`src/rtl/mips_mc_control_pkg.sv`:
```
// Shared opcodes, funct codes, FSM state encodings and mux select encodings
// for the multi-cycle MIPS control path.
package mips_mc_control_pkg;

  // Primary opcodes (IR[31:26])
  localparam logic [5:0] OP_R     = 6'h00;
  localparam logic [5:0] OP_J     = 6'h02;
  localparam logic [5:0] OP_ADDIU = 6'h09;
  localparam logic [5:0] OP_LW    = 6'h23;
  localparam logic [5:0] OP_SW    = 6'h2B;

  // R-type funct codes (IR[5:0])
  localparam logic [5:0] FN_ADD   = 6'h20;

  // ALU B operand select
  localparam logic [1:0] SRCB_REG  = 2'd0;
  localparam logic [1:0] SRCB_FOUR = 2'd1;
  localparam logic [1:0] SRCB_IMM  = 2'd2;

  // PC source select
  localparam logic PCSRC_ALU  = 1'b0;
  localparam logic PCSRC_JUMP = 1'b1;

  typedef enum logic [3:0] {
    S_RESET    = 4'd0,
    S_FETCH    = 4'd1,
    S_DECODE   = 4'd2,
    S_EXEC_R   = 4'd3,
    S_EXEC_I   = 4'd4,
    S_MEM_ADDR = 4'd5,
    S_MEM_RD   = 4'd6,
    S_MEM_WR   = 4'd7,
    S_WB_R     = 4'd8,
    S_WB_I     = 4'd9,
    S_WB_LD    = 4'd10,
    S_HALT     = 4'd11
  } state_e;

endpackage

```
`src/rtl/mips_mc_control_mem_wait_timer.sv`:
```
// Counts consecutive wait cycles of an outstanding memory request and flags
// expiry once TIMEOUT waits have elapsed without mem_ready.
module mem_wait_timer #(
  parameter int TIMEOUT = 15
) (
  input  logic clk,
  input  logic rst_n,
  input  logic start,   // a memory state is being entered next cycle
  input  logic req,     // a memory request is outstanding this cycle
  input  logic ready,   // memory completes this cycle
  output logic expire
);

  localparam int CW = (TIMEOUT < 1) ? 1 : $clog2(TIMEOUT + 1);
  localparam logic [CW-1:0] LIM = CW'(TIMEOUT);

  logic [CW-1:0] cnt;

  // Expiry is seen in the cycle where the count already holds TIMEOUT, so a
  // ready arriving in that same cycle still completes the transfer.
  assign expire = (TIMEOUT != 0) && req && !ready && (cnt == LIM);

  // Wait-cycle counter: cleared on entry and on completion, saturates at LIM.
  always_ff @(posedge clk or negedge rst_n) begin
    if (!rst_n)                       cnt <= '0;
    else if (start || ready)          cnt <= '0;
    else if (req && (cnt != LIM))     cnt <= cnt + CW'(1);
  end

endmodule

```
`src/rtl/mips_mc_control.sv`:
```
// Multi-cycle control FSM: sequences fetch, decode, execute, memory and
// writeback through a single shared ALU and memory port.
module mips_mc_control
  import mips_mc_control_pkg::*;
#(
  parameter int TIMEOUT = 15
) (
  input  logic       clk,
  input  logic       rst_n,
  input  logic [5:0] opcode,
  input  logic [5:0] funct,
  input  logic       mem_ready,
  output logic       mem_req,
  output logic       mem_we,
  output logic       iord,
  output logic       ir_write,
  output logic       pc_write,
  output logic       pc_src,
  output logic       alu_src_a,
  output logic [1:0] alu_src_b,
  output logic [5:0] alu_opcode,
  output logic [5:0] alu_funct,
  output logic       reg_write,
  output logic       reg_dst,
  output logic       mem_to_reg,
  output logic       instr_done,
  output logic       fault,
  output logic [3:0] state
);

  state_e state_q, state_d;
  logic   fault_q, fault_d;
  logic   mem_phase, tmr_start, tmo;

  // Memory phase is decoded from the registered state alone so the timer
  // never depends on the combinational output block.
  assign mem_phase = (state_q == S_FETCH) || (state_q == S_MEM_RD) ||
                     (state_q == S_MEM_WR);
  assign tmr_start = (state_d != state_q) &&
                     ((state_d == S_FETCH) || (state_d == S_MEM_RD) ||
                      (state_d == S_MEM_WR));

  mem_wait_timer #(.TIMEOUT(TIMEOUT)) u_tmr (
    .clk    (clk),
    .rst_n  (rst_n),
    .start  (tmr_start),
    .req    (mem_phase),
    .ready  (mem_ready),
    .expire (tmo)
  );

  assign state = state_q;
  assign fault = fault_q;

  // State and sticky fault registers.
  always_ff @(posedge clk or negedge rst_n) begin
    if (!rst_n) begin
      state_q <= S_RESET;
      fault_q <= 1'b0;
    end else begin
      state_q <= state_d;
      fault_q <= fault_d;
    end
  end

  // Next-state and control outputs; only FETCH/MEM_WR strobes look at mem_ready.
  always_comb begin
    state_d    = state_q;
    fault_d    = fault_q;
    mem_req    = 1'b0;
    mem_we     = 1'b0;
    iord       = 1'b0;
    ir_write   = 1'b0;
    pc_write   = 1'b0;
    pc_src     = PCSRC_ALU;
    alu_src_a  = 1'b0;
    alu_src_b  = SRCB_REG;
    alu_opcode = 6'h00;
    alu_funct  = 6'h00;
    reg_write  = 1'b0;
    reg_dst    = 1'b0;
    mem_to_reg = 1'b0;
    instr_done = 1'b0;
    case (state_q)
      S_RESET: state_d = S_FETCH;
      S_FETCH: begin
        mem_req    = 1'b1;
        alu_src_b  = SRCB_FOUR;
        alu_opcode = OP_ADDIU;
        if (mem_ready) begin
          ir_write = 1'b1;
          pc_write = 1'b1;
          state_d  = S_DECODE;
        end else if (tmo) begin
          fault_d = 1'b1;
          state_d = S_HALT;
        end
      end
      S_DECODE: begin
        if (opcode == OP_R && funct == FN_ADD)        state_d = S_EXEC_R;
        else if (opcode == OP_ADDIU)                  state_d = S_EXEC_I;
        else if (opcode == OP_LW || opcode == OP_SW)  state_d = S_MEM_ADDR;
        else if (opcode == OP_J) begin
          pc_write   = 1'b1;
          pc_src     = PCSRC_JUMP;
          instr_done = 1'b1;
          state_d    = S_FETCH;
        end else begin
          fault_d = 1'b1;
          state_d = S_HALT;
        end
      end
      S_EXEC_R: begin
        alu_src_a  = 1'b1;
        alu_src_b  = SRCB_REG;
        alu_opcode = OP_R;
        alu_funct  = FN_ADD;
        state_d    = S_WB_R;
      end
      S_EXEC_I, S_MEM_ADDR: begin
        alu_src_a  = 1'b1;
        alu_src_b  = SRCB_IMM;
        alu_opcode = OP_ADDIU;
        if (state_q == S_EXEC_I)  state_d = S_WB_I;
        else if (opcode == OP_SW) state_d = S_MEM_WR;
        else                      state_d = S_MEM_RD;
      end
      S_MEM_RD: begin
        mem_req = 1'b1;
        iord    = 1'b1;
        if (mem_ready) state_d = S_WB_LD;
        else if (tmo) begin
          fault_d = 1'b1;
          state_d = S_HALT;
        end
      end
      S_MEM_WR: begin
        mem_req = 1'b1;
        mem_we  = 1'b1;
        iord    = 1'b1;
        if (mem_ready) begin
          instr_done = 1'b1;
          state_d    = S_FETCH;
        end else if (tmo) begin
          fault_d = 1'b1;
          state_d = S_HALT;
        end
      end
      S_WB_R: begin
        reg_write  = 1'b1;
        reg_dst    = 1'b1;
        instr_done = 1'b1;
        state_d    = S_FETCH;
      end
      S_WB_I: begin
        reg_write  = 1'b1;
        instr_done = 1'b1;
        state_d    = S_FETCH;
      end
      S_WB_LD: begin
        reg_write  = 1'b1;
        mem_to_reg = 1'b1;
        instr_done = 1'b1;
        state_d    = S_FETCH;
      end
      S_HALT:  state_d = S_HALT;
      default: state_d = S_RESET;
    endcase
  end

endmodule

```
`config.mk`:
```
export PLATFORM = sky130hd
export DESIGN_NAME = mips_mc_control
export DESIGN_NICKNAME = d
export VERILOG_FILES = /design/src/rtl/mips_mc_control_pkg.sv /design/src/rtl/mips_mc_control_mem_wait_timer.sv /design/src/rtl/mips_mc_control.sv
export SDC_FILE = /design/constraint.sdc
export NUM_CORES = 1
export LEC_CHECK = 0
export BUFFER_PORTS_ARGS = -buffer_cell sky130_fd_sc_hd__clkbuf_2
export CAP_MARGIN = 20
export CORE_ASPECT_RATIO = 1.1
export CORE_MARGIN = 2
export CORE_UTILIZATION = 49
export DETAILED_ROUTE_END_ITERATION = 7
export PLACE_DENSITY_LB_ADDON = 0.15
export SYNTH_ARGS = -nofsm -noshare
export SYNTH_HDL_FRONTEND = slang
export SYNTH_HIERARCHICAL = 1
export SYNTH_SLANG_ARGS = --single-unit
```
`constraint.sdc`:
```
create_clock -name clk -period 4.25 [get_ports clk]
set_input_delay 0 -clock clk [delete_from_list [all_inputs] [get_ports clk]]
set_output_delay 0 -clock clk [all_outputs]
set_load 0.005 [all_outputs]
```
# --- Yosys cells after proc, flatten, opt, wreduce, memory -nomap -nowiden ---
# Cells that the tools add are included.
word_totals:
  ff_bits: 9
  out_inout_bits: 30
  elab_cells: 95
op_classes:
  addsub: 1
  n_eq_ne: 28
  n_mux: 39
  n_reduce_logical: 24
ops:
  columns: ["operator", "count"]
  rows:
  - ["4-bit two-way mux", 12]
  - ["4-bit one-hot mux with 8 select lines", 1]
  - ["4-bit by 3-bit == test with 1-bit output, second input constant", 6]
  - ["1-bit two-way mux", 21]
  - ["4-bit == test, second input constant", 5]
  - ["6-bit == test, second input constant", 3]
  - ["3-bit OR reduction", 4]
  - ["2-bit inequality test, second input constant", 5]
  - ["4-bit by 1-bit == test with 1-bit output, second input constant", 2]
  - ["4-bit by 2-bit == test with 1-bit output, second input constant", 2]
  - ["7-bit AND reduction", 1]
  - ["6-bit by 2-bit == test with 1-bit output, second input constant", 1]
  - ["6-bit by 4-bit == test with 1-bit output, second input constant", 1]
  - ["6-bit logical NOT", 1]
  - ["1-bit logical OR", 6]
  - ["6-bit two-way mux", 1]
  - ["1-bit logical AND", 5]
  - ["4-bit by 1-bit adder with 4-bit output, second input constant", 1]
  - ["4-bit logical NOT", 1]
  - ["4-bit inequality test", 1]
  - ["4-bit inequality test, second input constant", 1]
  - ["1-bit one-hot mux with 2 select lines", 2]
  - ["2-bit one-hot mux with 2 select lines", 1]
  - ["2-bit nonzero test", 2]
  - ["other kinds (5)", 6]

# --- Depth between registers and ports, before layout ---
# Gate-level depths: netlist (run 1).
logic_depth:
  ltp_word: 14
  mapped_depth: 15
  ltp_nobuf: 14

# --- Hierarchy ---
# Netlist (run 1), hierarchy kept.
modules_own_cells:
  columns: ["mod", "n_inst", "cells_each", "area_each_um2", "seq_area_each_um2"]
  rows:
  - ["mips_mc_control", 1, 96, 703.2, 125.1]
  - ["mem_wait_timer", 1, 24, 230.2, 100.1]

# --- Least setup slack after synthesis (run 1) ---
# Ideal clock, no wire load.
synth_timing:
  kind: "flip-flop to flip-flop"
  startpoint: "reg state_q[1], in the netlist state[1]"
  endpoint: "reg u_tmr.cnt[0]"
  setup_time_ns: 0.124
  t_arrival_ns: 2.830
  t_required_ns: 4.126
  setup_slack_ns: 1.296
  stages_incl_launch_ff: 15
  n_path_buf: 1
  synth_period_minus_slack_ns: 2.954
  cell_sequence: "dfrtp_1 -> buf_2 -> nand2b_1 -> nor3_1 -> or2_2 -> nand4_1 -> nor2_1 -> nor3_1 -> a2111oi_2 -> nor3_1 -> mux2_4 -> a211oi_2 -> nor2_1 -> o211ai_1 -> nand2_1"
synth_via:
  elab_chain_len: 14
synth_lines:
  columns: ["item", "line_no", "source"]
  rows:
  - ["start, declared", "mips_mc_control.sv:31", "state_e state_q, state_d;"]
  - ["start signal, assigned", "mips_mc_control.sv:61", "state_q <= state_d;"]
  - ["4-bit by 1-bit == test with 1-bit output / 4-bit by 3-bit == test with 1-bit output (equally long branches)", "mips_mc_control.sv:37", "assign mem_phase = (state_q == S_FETCH) || (state_q == S_MEM_RD) ||"]
  - ["1-bit logical OR", "mips_mc_control.sv:37", null]
  - ["1-bit logical OR *", "mips_mc_control.sv:37", null]
  - ["via mem_phase", "mips_mc_control.sv:33", "logic mem_phase, tmr_start, tmo;"]
  - ["1-bit logical AND * (2 in a row)", "mips_mc_control_mem_wait_timer.sv:21", "assign expire = (TIMEOUT != 0) && req && !ready && (cnt == LIM);"]
  - ["via tmo", "mips_mc_control.sv:33", null]
  - ["4-bit two-way mux *", "mips_mc_control.sv:94, mips_mc_control.sv:132, mips_mc_control.sv:144", null]
  - ["4-bit two-way mux (on tied branches)", "mips_mc_control.sv:141, mips_mc_control.sv:90, mips_mc_control.sv:131", null]
  - ["4-bit one-hot mux with 8 select lines *", "mips_mc_control.sv:84", "case (state_q)"]
  - ["4-bit by 1-bit == test with 1-bit output / 4-bit by 3-bit == test with 1-bit output (equally long branches)", "mips_mc_control.sv:40", "((state_d == S_FETCH) || (state_d == S_MEM_RD) ||"]
  - ["1-bit logical OR (2 in a row)", "mips_mc_control.sv:40", null]
  - ["1-bit logical AND *", "mips_mc_control.sv:39", "assign tmr_start = (state_d != state_q) &&"]
  - ["via tmr_start", "mips_mc_control.sv:33", null]
  - ["1-bit logical OR *", "mips_mc_control_mem_wait_timer.sv:26", "else if (start || ready) cnt <= '0;"]
  - ["4-bit two-way mux / 2-bit nonzero test (equally long branches)", null, null]
  - ["end signal, assigned", "mips_mc_control_mem_wait_timer.sv:27", "else if (req && (cnt != LIM)) cnt <= cnt + CW'(1);"]
  - ["end, declared", "mips_mc_control_mem_wait_timer.sv:17", "logic [CW-1:0] cnt;"]
# Mark *: on every way through the listed nets, which the timed path passes. The rest lies on a longest branch.
# A chain may end at the register's enable or synchronous reset.

# --- Worst setup path in the final report (run 1) ---
# Same ends and word-level chain as after synthesis.

==> results of run 1 <==
[registers in the layout (all words and copies together) (netlist names)]
| name | count |
|---|---|
| state | 4 |
| u_tmr/cnt | 4 |
| fault | 1 |
[worst paths after layout]
kind	from	end	depth (start not counted)
worst min-delay path	mem_ready	u_tmr/cnt[3]	2
worst max-delay path	state[1]	u_tmr/cnt[0]	13
max in group asynchronous	rst_n	state[3]	2
min in group asynchronous	rst_n	state[1]	2
worst min register to register	fault	fault	2
worst max register to register	state[1]	u_tmr/cnt[0]	13
[power breakdown]
part | internal, mW | total [mW] | switching, mW
clock network | 0.0362 | 0.0667 | 0.0305
registers | 0.109 | 0.169 | 0.0605
logic | 0.162 | 0.335 | 0.172
total | 0.307 | 0.570 | 0.263
[cells in the final DEF (no fill, tap or decap), drive strengths merged]
cell type,n
a2111oi,2
a211o,1
a211oi,1
a21boi,1
a21oi,7
a22o,1
a31oi,1
and2,3
and3,2
and3b,1
and4b,1
clkbuf,39
conb,9
dfrtp,9
dlygate4sd3,1
ha,1
inv,5
mux2,1
nand2,8
nand2b,6
nand3,5
nand4,3
nand4b,2
nor2,11
nor2b,2
nor3,8
nor3b,3
nor4,1
nor4b,2
o2111ai,1
o211ai,1
o21ai,6
o221ai,1
o2bb2ai,1
o31ai,1
or2,5
or2b,1
[worst max-delay path: cells and delay by family (launching register included)]
family           cells  cell delay, ns
multiplexers         1            0.32
AND/OR/NAND/NOR      9            1.58
AO/OA/AOI/OAI        3            0.76
flip-flops           1            0.55
[layout make-up]
| cell class | instances | area (um2) |
|---|---|---|
| fill | 171 | 692 |
| multi-input combinational | 100 | 612 |
| sequential | 9 | 225 |
| timing repair buffer | 36 | 185 |
| clock buffer | 4 | 26.3 |
| tap | 18 | 22.5 |
| inverter | 5 | 18.8 |
[routing by layer]
layer / vias to the layer above / global-route usage [%]
met3: 0 / 4.40
met5: - / 0
met1: 447 / 29.5
li1: 489 / -
met2: 34 / 32.4
met4: 0 / 8.82
[Yosys cell counts, types with 2 or more instances]
cell / count
sky130_fd_sc_hd__a2111oi_2: 2
sky130_fd_sc_hd__a21oi_1: 7
sky130_fd_sc_hd__and2_1: 3
sky130_fd_sc_hd__and3_1: 2
sky130_fd_sc_hd__buf_2: 2
sky130_fd_sc_hd__buf_4: 10
sky130_fd_sc_hd__buf_6: 2
sky130_fd_sc_hd__dfrtp_1: 9
sky130_fd_sc_hd__inv_1: 5
sky130_fd_sc_hd__nand2_1: 8
sky130_fd_sc_hd__nand2b_1: 6
sky130_fd_sc_hd__nand3_1: 5
sky130_fd_sc_hd__nand4_1: 3
sky130_fd_sc_hd__nand4b_1: 2
sky130_fd_sc_hd__nor2_1: 11
sky130_fd_sc_hd__nor2b_1: 2
sky130_fd_sc_hd__nor3_1: 8
sky130_fd_sc_hd__nor3b_1: 3
sky130_fd_sc_hd__o21ai_0: 4
sky130_fd_sc_hd__o21ai_1: 2
sky130_fd_sc_hd__or2_2: 4
[what timing repair did]
action	in CTS	in global routing
hold buffers	1	0
resized for setup	0	0
buffers inserted	0	0
hold endpoints to repair	9	0
[metrics by stage]
stage               power [mW]  setup WS [ns]  hold WS [ns]  cell area [um2]  utilization [%]
floorplan                0.413           1.30        -0.296              963                -
global placement         0.497           1.09        -0.133             1050             59.1
detailed placement       0.502          0.941        -0.133             1050             59.1
CTS                      0.574          0.923        0.0391             1090             61.2
global route             0.622          0.575        0.0742             1090             61.2
finish                   0.570          0.936        0.0419             1090             61.2
[logic make-up (layout without fill, tap and decap cells)]
group / Yosys count / after routing / synth area share, %
compound gates: 25 / 25 / 20.0
fa+ha+maj: 1 / 1 / 1.34
buf+inv: 19 / 45 / 13.5
flops: 9 / 9 / 24.1
mux: 1 / 1 / 1.61
other cells: 1 / 9 / 0.402
simple gates: 64 / 64 / 39.0
==> results.md, run 1 <==
- The run finished with clean final reports.
- The antenna violation net count after detailed routing is 0.
- The vertical die dimension is 49.8 um.
- The data required time of the worst path is 4.41 ns.
- In this run the register-to-register setup slack is 0.94 ns.
- Global routing used 21.6% of the available tracks.
- The average wire per cell in the routed design is 12.3 um.
- Among all flip-flop cells after synthesis, the most frequent one is sky130_fd_sc_hd__dfrtp_1.
- Along the worst path, the maximum fanout reaches 16.
- The floorplan has 16 rows.
- The kind of end point of the critical path is a flip-flop.
- Walking the worst path, the cells encountered are nand2b_1 -> nor3_1 -> or2_2 -> nand4_1 -> nor2_1 -> nor3_1 -> a2111oi_2 -> nor3_1 -> mux2_4 -> a211oi_2 -> nor2_1 -> o211ai_1 -> nand2_1.
- The amount of wire on met2 after detailed routing is 1.02 mm.
- The via count of the first global-routing pass is 847.
- The number of buffers created by CTS is 3.
- The initial DRC count is 27.
- The type of the worst setup path is reg2reg.
- The number of port buffers is 35.
- The instance count after placement with tap cells included is 167.
- In this run, synthesis produced a sequential element count of 9.
- The floorplan step set the die width to 45.6 um.
- For this run, the post-layout net count is 171.
- For this run, asynchronously set or reset flops after synthesis account for 100%.
- The nature of the critical path startpoint is a flip-flop.
- In this run the deepest clock path goes through 2 buffers.
- In this run the biggest area consumer among cell types represents 24.1% of the synthesized area.
- Global routing finished with a remaining overflow of 0.
- The die covers 0.00227 mm2.
- Averaged over all synthesized cells, the footprint is 7.78 um2.
- Data arrives at the worst endpoint at 3.47 ns.
- From synthesis to final layout, the design area changed by 16.8%.
- The cell area after synthesis is 933 um2.
- The non-filler instance count after layout is 172.
- Cells with a size suffix above 1 make up 31.2% of the layout.
- The number of max-capacitance violations reported is 0.
- The number of max-slew violations in the final report is 0.
- The clock insertion delay at the later pin of the skew report is 0.27 ns.
- Detailed routing inserted a total of 970 vias.
- The total of endpoints with negative setup slack in the final report is 0.
- The number of antenna violations at the first check in global routing is 0.
- The static leakage is 0.549 nW.
- The peak supply drop is 346 uV.
- On the worst path, the slowest cell contributes a delay of 0.55 ns.
- The first global-routing pass estimated 3.66 mm of wire.
- Setup repair after global routing left no endpoint under its margin.
- The placer's final routability congestion estimate is 0.909.
- The tree is rooted in a sky130_fd_sc_hd__clkbuf_4.
- Clock-pin slew was measured on the worst setup and hold paths at 0.06 ns.
- The number of enable flip-flop cells after synthesis is 0.
- Once detailed placement completed, the half-perimeter wirelength came to 1.72 mm.
- After synthesis, the cell types taking the most area are sky130_fd_sc_hd__dfrtp_1, sky130_fd_sc_hd__buf_4, sky130_fd_sc_hd__nor2_1.
- The fmax is 302 MHz.
- The routed wire length on met3 is 134 um.
- After detailed routing, the number of vias per cell comes to 5.64.
- For this block, wires on met1 add up to 952 um.
- The most frequent cell on the critical path is sky130_fd_sc_hd__nor3_1.
- The first TritonRoute pass finished after 4 iterations.
- For the final database, setup skew stands at 0.00622 ns.
- The number of remaining DRC errors is 0.
- The worst min-delay path category is in2reg.
- The time the final worst path needs with I/O delays and setup is 3.31 ns.
- The critical path's slowest cell is sky130_fd_sc_hd__dfrtp_1.
- The number of levels the H-tree was split into is 1.
- In the final timing run, aggregate negative setup slack is 0 ns.
- In this run the standard cell core region covers 0.00178 mm2.
- The antenna cell count is 0.
- The number of primary I/O pins is 45.
- The power per standard cell area is 523 mW/mm2.
- The tree built by TritonCTS fans out to 9 sinks.
- Of the synthesized area, sequential elements account for 24.1%.
- The portion of the clock cycle consumed by the worst path in the final layout is 78.0%.
- Entering global routing, the biggest net connects 17 pins.
- For this configuration, the core starts out at a cell density of 52.4%.
- The synthesized design spends more area on one cell type than any other, namely sky130_fd_sc_hd__dfrtp_1.
- The detailed router used layers up to and including met3.
- The gate count of the mapped netlist is 120.
- Yosys mapped the design onto 41 distinct sky130hd cell types.
- Yosys printed 6 warnings.
- The number of failing hold endpoints at the final stage is 0.
- The routed wire length is 2.11 mm.
- TritonCTS built the clock tree.
No activity file was read; power rests on OpenSTA's default activity.
==> inputs of run 2 (changes only) <==
CORE_UTILIZATION = 46   (was 49)
clock period = 3.1 ns   (was 4.25 ns; I/O delays follow)
==> run 2 against run 1 <==
  * Worst hold slack lost 0.0083 ns
  * Non-clock buffer count up 6
  * First-iteration DRC count decreased by 26%
  * Register-to-register slack got worse by 0.66 ns
  * Via count is 4.1% higher
  * Routed wire length increased by 12%
  * Clock skew shrank 0.0015 ns
  * Utilization is 2.3 points lower
  * Cell count increased by 9.3%
  * Sequential share of layout area fell by 1.1 points
  * Setup slack worse by 0.66 ns
  * Critical path type unchanged
  * Largest cell class unchanged
  * Highest routed layer is now met4
==> results.md, run 2 (synthesis results as in run 1) <==
- Outcome: finished clean (unchanged).
- The area added between synthesis and finish is 23.5% (was 16.8%).
- The setup slack of the worst register-to-register path was 0.28 ns (was 0.94 ns).
- The nature of the critical path startpoint is a flip-flop (unchanged).
- The final-layout worst hold slack is 0.0336 ns (was 0.0419 ns).
- The number of max-capacitance violations reported came to 0 (unchanged).
- The vertical die dimension is 51.2 um (was 49.8 um).
- The end of the worst register-to-register path is u_tmr/cnt[0] (unchanged).
- The clock insertion delay at the later pin of the skew report is 0.26 ns (was 0.27 ns).
- The static leakage is 0.581 nW (was 0.549 nW).
- The global-route track usage on met3 is 2.83% (was 4.40%).
- The number of primary I/O pins is 45 (unchanged).
- The sum of negative setup slack is 0 ns (unchanged).
- The number of buffers created by CTS is 3 (unchanged).
- The portion of the clock cycle consumed by the worst path in the final layout came to 91.0% (was 78.0%).
- The half-perimeter wire length after detailed placement is 1.92 mm (was 1.72 mm).
- The number of max-slew violations in the final report is 0 (unchanged).
- The via count of the first global-routing pass is 882 (was 847).
- The starting density of the core is 47.7% (was 52.4%).
- The row count is 17 (was 16).
- The overall routing resource usage is 21.8% (was 21.6%).
- The average via count per standard cell was 5.37 (was 5.64).
- The launch point of the critical path is state[3] (was state[1]).
- The initial DRC count was 20 (was 27).
- The routed wire length is 2.37 mm (was 2.11 mm).
- The number of inserted filler cells in the final layout is 208 (was 171).
- The data arrival time of the critical path is 2.97 ns (was 3.47 ns).
- The post-placement setup slack is 0.204 ns (was 0.941 ns).
- The worst min-delay path category is in2reg (unchanged).
- The number of antenna violations at the first check in global routing is 0 (unchanged).
- The time the final worst path needs with I/O delays and setup is 2.82 ns (was 3.31 ns).
- The power per standard cell area came to 744 mW/mm2 (was 523 mW/mm2).
- The total via count after detailed routing is 1010 (was 970).
- The post-route worst setup slack is 0.278 ns (was 0.936 ns).
- The cell area after placement is 0.00111 mm2 (was 0.00105 mm2).
- The number of buffers added for setup after CTS is 0 (unchanged).
- The placeable core area is 0.00196 mm2 (was 0.00178 mm2).
- The final instance area came to 0.00115 mm2 (was 0.00109 mm2).
- RSZ-0062 raised after global routing: no (unchanged).
- The data required time of the worst path is 3.25 ns (was 4.41 ns).
- The TritonCTS clock tree is built (unchanged).
- The critical path endpoint is u_tmr/cnt[0] (unchanged).
- The number of failing hold endpoints at the final stage came to 0 (unchanged).
- The first-pass GRT wire length is 3.89 mm (was 3.66 mm).
- The commonest non-fill, non-tap cell in the layout was sky130_fd_sc_hd__clkbuf_2 (unchanged).
- The number of levels the H-tree was split into is 1 (unchanged).
- The maximum number of pins on one net before global-route repair was 16 (was 17).
- The clock sink count is 9 (unchanged).
- The start point of the worst hold path is mem_ready (unchanged).
- The core utilization of the finished layout came to 58.9% (was 61.2%).
- The startpoint of the lowest-slack register-to-register path is state[3] (was state[1]).
- The number of remaining DRC errors is 0 (unchanged).
- The die width is 47.0 um (was 45.6 um).
- The antenna cell count was 0 (unchanged).
- The met1 usage was 31.8% (was 29.5%).
- Most frequent cells in the layout: sky130_fd_sc_hd__clkbuf_2, sky130_fd_sc_hd__nor2_1, sky130_fd_sc_hd__conb_1, sky130_fd_sc_hd__dfrtp_1, sky130_fd_sc_hd__nand2_1 (was sky130_fd_sc_hd__clkbuf_2, sky130_fd_sc_hd__nor2_1, sky130_fd_sc_hd__conb_1, sky130_fd_sc_hd__dfrtp_1).
- The clock root buffer is sky130_fd_sc_hd__clkbuf_4 (unchanged).
- The number of iterations in the first detailed-routing pass is 4 (unchanged).
- The final setup skew was 0.00476 ns (was 0.00622 ns).
- The overflow left after global routing is 0 (unchanged).
- The antenna violation net count after detailed routing is 0 (unchanged).
- The type of the worst setup path is reg2reg (unchanged).
- The total of endpoints with negative setup slack in the final report is 0 (unchanged).
- The number of port buffers is 35 (unchanged).
- The placer's final routability congestion estimate came to 0.870 (was 0.909).
- The global routing met2 resource utilization is 32.9% (was 32.4%).
- The final net count is 177 (was 171).
- The number of cell instances on the worst register-to-register path is 13 (unchanged).
- The share of final-layout standard cells stronger than drive strength 1 was 34.4% (was 31.2%).
- The average wire per cell in the routed design is 12.6 um (was 12.3 um).
- The most utilized layer in the global route result is met2 (unchanged).
- The maximum buffer depth of the clock tree is 2 (unchanged).
- The largest driver fanout on the critical path is 7 (was 16).
- The kind of end point of the critical path is a flip-flop (unchanged).
- The fmax was 354 MHz (was 302 MHz).
- The peak supply drop is 466 uV (was 346 uV).
- The overall die area is 0.00241 mm2 (was 0.00227 mm2).
- The register clock-pin slew on the reported worst setup and hold paths is 0.06 ns (about the same).
run 2: cell types whose count changed in the layout (fill, tap and decap cells not counted):
cell,change
sky130_fd_sc_hd__buf_4,+6
sky130_fd_sc_hd__nor3_2,+1
sky130_fd_sc_hd__nor3_1,-1
run 2: worst max-delay path, stage by stage, from the launching register on:
cell,delay (ns)
sky130_fd_sc_hd__dfrtp_1,0.43
sky130_fd_sc_hd__nor2b_1,0.21
sky130_fd_sc_hd__and2_1,0.21
sky130_fd_sc_hd__or2_2,0.19
sky130_fd_sc_hd__nand4_1,0.09
sky130_fd_sc_hd__nor2_1,0.19
sky130_fd_sc_hd__nor3_1,0.08
sky130_fd_sc_hd__a2111oi_2,0.38
sky130_fd_sc_hd__nor3_2,0.13
sky130_fd_sc_hd__mux2_4,0.32
sky130_fd_sc_hd__a211oi_2,0.21
sky130_fd_sc_hd__nor2_1,0.11
sky130_fd_sc_hd__o211ai_1,0.10
sky130_fd_sc_hd__nand2_1,0.07
run 2: worst min-delay path by stage:
stage	to	slack, ns	cells past startpoint
finish	u_tmr/cnt[3]	0.03	2
global route	u_tmr/cnt[3]	0.07	2
CTS	u_tmr/cnt[3]	0.03	2
detailed placement	state[2]	-0.12	1
global placement	state[1]	-0.13	1
floorplan	fault	-0.30	0
run 2: timing repair:
item                       in CTS  in global routing
setup endpoints to repair       0                  1
hold buffers                    1                  0
gates resized for setup         0                  1
hold endpoints to repair        9                  0
run 2: power breakdown:
group | total [mW] | internal (mW) | switching, mW
Sequential | 0.182 | 0.150 | 0.0324
Combinational | 0.583 | 0.273 | 0.310
Clock | 0.0926 | 0.0497 | 0.0429
Total | 0.857 | 0.472 | 0.385
run 2: layer usage:
metal	part of all wire [%]	routed length [um]
met4	1.1	26
met3	5.2	123
met2	48	1130
met5	0	0
met1	46	1090
run 2: cell type report:
class / instances / area, um2 / area share (%)
tap: 28 / 35.0 / 3.04
timing repair buffer: 42 / 230 / 20.0
sequential: 9 / 225 / 19.5
multi-input combinational: 100 / 617 / 53.5
clock buffer: 4 / 26.3 / 2.28
inverter: 5 / 18.8 / 1.63
run 2: stage by stage:
step	power [mW]	instances
detailed placement	0.759	183
global placement	0.752	183
finish	0.857	188
global route	0.932	188
CTS	0.857	188
floorplan	0.566	128
